$ cat src/rtl/wave_oscillator.sv
// Phase-accumulator oscillator: prescaled sample ticks advance a phase accumulator,
// and the top WIDTH phase bits are shaped into saw, pulse, triangle or ramp-down samples.
module wave_oscillator #(
   parameter int                WIDTH      = 8,
   parameter int                ACC_W      = 16,
   parameter int                SAMPLE_DIV = 150,
   parameter logic [ACC_W-1:0]  RESET_FREQ = '0
) (
   input  logic              clk,
   input  logic              nRst,
   input  logic              enable,
   input  logic              sync,
   input  logic              load,
   input  logic [ACC_W-1:0]  freq_word,
   input  logic [1:0]        mode,
   input  logic [WIDTH-1:0]  pulse_width,
   output logic [WIDTH-1:0]  wave_out,
   output logic              sample_tick,
   output logic              wrap
);

   localparam int             CNT_W    = $clog2(SAMPLE_DIV);
   localparam logic [CNT_W-1:0] CNT_LAST = CNT_W'(SAMPLE_DIV - 1);

   localparam logic [1:0] MODE_SAW   = 2'b00;
   localparam logic [1:0] MODE_PULSE = 2'b01;
   localparam logic [1:0] MODE_TRI   = 2'b10;
   localparam logic [1:0] MODE_RAMP  = 2'b11;

   logic [CNT_W-1:0] count;
   logic [ACC_W-1:0] phase;
   logic [ACC_W-1:0] active_freq;
   logic [ACC_W-1:0] pend_freq;
   logic             pend_valid;

   logic             tick;
   logic [ACC_W:0]   sum;
   logic             carry;
   logic             apply_pend;
   logic [WIDTH-1:0] p;
   logic [WIDTH-1:0] wave_next;

   // A sync in the same cycle suppresses the tick entirely.
   assign tick  = enable & (count == CNT_LAST) & ~sync;
   assign sum   = {1'b0, phase} + {1'b0, active_freq};
   assign carry = sum[ACC_W];
   assign p     = phase[ACC_W-1 -: WIDTH];

   // Pending word lands on a wrap, or at once when the phase is not moving anyway.
   assign apply_pend = pend_valid & ((tick & carry) | (active_freq == '0) | ~enable);

   always_comb begin
      wave_next = '0;
      case (mode)
         MODE_SAW:   wave_next = p;
         MODE_PULSE: wave_next = (p < pulse_width) ? '1 : '0;
         MODE_TRI:   wave_next = p[WIDTH-1] ? ~{p[WIDTH-2:0], 1'b0} : {p[WIDTH-2:0], 1'b0};
         MODE_RAMP:  wave_next = ~p;
         default:    wave_next = p;
      endcase
   end

   always_ff @(posedge clk or negedge nRst) begin
      if (!nRst) begin
         count <= '0;
      end else if (sync) begin
         count <= '0;
      end else if (enable) begin
         if (count == CNT_LAST) count <= '0;
         else                   count <= count + 1'b1;
      end
   end

   always_ff @(posedge clk or negedge nRst) begin
      if (!nRst) begin
         phase       <= '0;
         sample_tick <= 1'b0;
         wrap        <= 1'b0;
      end else begin
         sample_tick <= tick;
         wrap        <= tick & carry;
         if (sync)      phase <= '0;
         else if (tick) phase <= sum[ACC_W-1:0];
      end
   end

   always_ff @(posedge clk or negedge nRst) begin
      if (!nRst) begin
         active_freq <= RESET_FREQ;
         pend_freq   <= '0;
         pend_valid  <= 1'b0;
      end else begin
         if (load) pend_freq <= freq_word;
         if (sync) begin
            if (load)            active_freq <= freq_word;
            else if (pend_valid) active_freq <= pend_freq;
            pend_valid <= 1'b0;
         end else begin
            // A load racing the apply stays pending for the following wrap.
            if (apply_pend) active_freq <= pend_freq;
            pend_valid <= load | (pend_valid & ~apply_pend);
         end
      end
   end

   // Sample is shaped from the phase one cycle after it advanced.
   always_ff @(posedge clk or negedge nRst) begin
      if (!nRst) begin
         wave_out <= '0;
      end else if (enable && sample_tick) begin
         wave_out <= wave_next;
      end
   end

endmodule

$ cat config.mk
export PLATFORM = sky130hd
export DESIGN_NAME = wave_oscillator
export DESIGN_NICKNAME = d
export VERILOG_FILES = /design/src/rtl/wave_oscillator.sv
export SDC_FILE = /design/constraint.sdc
export NUM_CORES = 1
export LEC_CHECK = 0
export BUFFER_PORTS_ARGS = -buffer_cell sky130_fd_sc_hd__buf_2
export CAP_MARGIN = 15
export CORE_MARGIN = 5
export CORE_UTILIZATION = 55
export CTS_CLUSTER_DIAMETER = 60
export CTS_CLUSTER_SIZE = 30
export DETAILED_ROUTE_END_ITERATION = 7
export GPL_TIMING_DRIVEN = 1
export PLACE_DENSITY = 0.79
export SYNTH_ARGS = -nofsm -noshare
export SYNTH_HDL_FRONTEND = slang
export SYNTH_SLANG_ARGS = --single-unit
export TNS_END_PERCENT = 30
$ cat constraint.sdc
create_clock -name clk -period 3.5 [get_ports clk]
set_input_delay 0.35 -clock clk [delete_from_list [all_inputs] [get_ports clk]]
set_output_delay 0.35 -clock clk [all_outputs]
set_load 0.02 [all_outputs]
==> summary.md <==
| Metric | Value |
|---|---|
| Top-count cell post-synth | `dfrtp_1` |
| R2R depth | `8` |
| WL final | `7940 µm` |
| CTS Buffer Depth | `2` |
| Synth area leader | `dfrtp_1` |
| Die Ht | `94.0 µm` |
| Maximum VDD drop | `262 µV` |
| Skew-Pair Late Insertion Delay | `340 ps` |
| Worst slew pin tran | `1100 ps` |
| Final hold slack | `-0.330 ps` |
| Area Growth Syn to Fin | `12.6%` |
| Top post-synthesis cells by count | `dfrtp_1, a21oi_1, nor2_1` |
| Worst-path cell chain | `ha_1, a21o_1, a31oi_1, o221ai_2, a211oi_2, nand2_2, o21ai_1, a221o_1` |
| Largest net degree at the start of global routing | `48` |
| Post-synthesis async set-or-reset flop share | `1.00` |
| Critical Path Fanout Max | `16` |
| Failing checks | `negative hold slack` |
| First-pass GRT wire length | `13900 µm` |
| Syn_area_per_cell | `9.98 µm²` |
| Setup-failing EPs final | `0` |
| Slew Viols, Final | `0` |
| Final Cycle Share | `0.799` |
| Status | `finished, violations left` |
| Clock sinks | `67` |
| Routed Antenna Nets | `0` |
| Routability congestion estimate | `0.876` |
| Drt drc | `0` |
| Max_cap viols | `0` |
| Reg-to-reg slack, setup | `700 ps` |
| Sequential fraction of the synthesis area | `0.432` |
| Buffers on Ports | `40` |
| Share of cells above drive strength 1 | `0.192` |
| Design Area, Final | `4370 µm²` |
| Reg clk slew, reported paths | `70 ps` |
| Final setup margin | `702 ps` |
| Area after DPL | `4140 µm²` |
| First-pass iteration count of the detailed router | `4` |
| Vias | `3032` |
| Number of global-route vias before repair | `3074` |
| Crit path buffers/inverters | `0` |
| HPWL after DPL | `5710 µm` |
| Post-synth EDFFs | `0` |
| Slowest CP cell | `o21ai_1` |
| Number of hold buffers added after CTS | `0` |
| #FFs+latches synth | `67` |
| Diode count | `0` |
| Finished Core Util | `0.640` |
| Crit-path max cell delay | `590 ps` |
| FF-to-FF Start | `phase[11]` |
| Initial Utilization | `0.568` |
| CTS H-Tree Depth | `3` |
| Fmax | `357 MHz` |
| Starting DRT DRC Count | `134` |
| CTS tree | `yes` |
| Die Width | `94.0 µm` |
| Core area | `6830 µm²` |
| Tot GR Track Use | `0.202` |
| Initial antenna violation count | `0` |
| Data required, critical path | `3770 ps` |
| TNS Setup | `0 ps` |
| Startpoint types | `register` |
| Crit-path leading delay family | `compound AO/OA/AOI/OAI gates` |
| DIE AREA | `8840 µm²` |
| Ys flop type | `dfrtp_1` |
| Post-layout min period | `2800 ps` |
| PwrDens | `417 nW/µm²` |
| CTS Buf Count | `9` |
| Post-CTS setup buffers | `0` |
| GRT Residual Overflow | `0` |
| Per-cell routed wire length | `15.0 µm` |
| Worst rel slew slack | `0.261` |
| Post-Syn Instances | `389` |
| I/O pins | `41` |
| RSZ-0062 raised after global routing | `false` |
| Arrival time at the worst endpoint | `3070 ps` |
| LEAKAGE | `2.17 nW` |
| Crit Path Category | `reg2reg` |
| Nets | `484` |
| Cts repair resizes | `0` |
| Post-Syn Area | `3880 µm²` |
| Library cells used by synthesis | `54` |
| Crit path capture type | `register` |
| Ranking of synthesized cells by area | `dfrtp_1, ha_1, mux2_2, a21oi_1, a221o_1` |
| Via density | `5.74` |
| Area share of the largest cell type after synthesis | `0.432` |
| Final hold violation count | `3` |
| Pre-CTS setup slack | `781 ps` |
| Reg-to-reg critical path endpoint | `active_freq[9]` |
| Net Count, Synth | `446` |
| Root Driver | `clkbuf_8` |
| Worst Skew | `8.40 ps` |
| Warnings from Yosys | `0` |
| # rows | `30` |
| Hold crit path type | `in2async` |
-- power breakdown --
part / switching [mW] / leakage [nW] / total (mW) / internal [mW]
sequential: 0.0471 / 0.868 / 0.875 / 0.828
combinational: 0.139 / 1.20 / 0.265 / 0.126
clock: 0.286 / 0.103 / 0.685 / 0.399
total: 0.473 / 2.17 / 1.83 / 1.35
-- layout make-up --
type	count	area, µm²
well taps	96	120
clock inverters	5	77.6
inverters	15	61.3
repair buffers	44	250
clock buffers	11	131
fillers	595	2460
flip-flops and latches	67	1680
multi-input cells	290	2060
-- worst register-to-register path, stage by stage, from the launching register on --
cell      delay, ps
dfrtp_1         470
ha_1            420
a21o_1          210
a31oi_1         220
o221ai_2        150
a211oi_2        280
nand2_2          90
o21ai_1         590
a221o_1         300
-- metal layers --
metal | part of all wire | vias to the layer above | GRT usage
met5 | 0 | - | 0
met4 | 0.011 | 0 | 0.0915
met3 | 0.056 | 10 | 0.0425
met2 | 0.47 | 76 | 0.324
met1 | 0.46 | 1438 | 0.261
li1 | - | 1508 | -
-- placed cells by master (no fill, tap or decap), drive strengths merged, types with 5 or more instances in the layout --
cell and instances:
dfrtp 67, buf 44, a21oi 37, nor2 29
nand2 27, ha 25, o21ai 24, mux2 17
and3 17, xor2 16, a221o 15, inv 14
clkbuf 11, a21o 8, nand3 8, o22ai 8
xnor2 5
-- registers in the layout (all words and copies together) (netlist names) --
name,cells
count,8
phase,16
pend_freq,16
sample_tick,1
wrap,1
active_freq,16
pend_valid,1
wave_out,8
-- cells by family (layout without fill, tap and decap cells) --
family / Yosys count / count (layout) / share of synthesized area
multiplexers: 18 / 18 / 0.0519
XOR/XNOR: 21 / 21 / 0.0474
adder cells (fa/ha/maj): 26 / 26 / 0.0857
AND/OR/NAND/NOR: 107 / 107 / 0.141
buffers and inverters: 32 / 75 / 0.0387
flip-flops: 67 / 67 / 0.432
AO/OA/AOI/OAI: 118 / 118 / 0.204
-- worst max path at each step --
stage / cells after the start / from / endpoint / slack, ps
6_report: 8 / phase[11] / active_freq[9] / 700
5_1_grt: 8 / phase[11] / active_freq[9] / 500
4_1_cts: 8 / phase[11] / active_freq[9] / 730
3_5_place_dp: 8 / phase[11] / active_freq[9] / 780
3_3_place_gp: 8 / phase[13] / active_freq[0] / 870
2_1_floorplan: 12 / phase[0] / active_freq[10] / 1030
-- through the flow --
stage          hold slack (ps)  total power, mW  instances
6_report                -0.330             1.83        528
5_1_grt                   33.4             1.93        528
4_1_cts                    232             1.84        527
3_5_place_dp               487             1.15        511
3_3_place_gp               478             1.14        511
2_1_floorplan             54.4             1.07        389
Note: power is estimated with default switching activity, not from simulation.
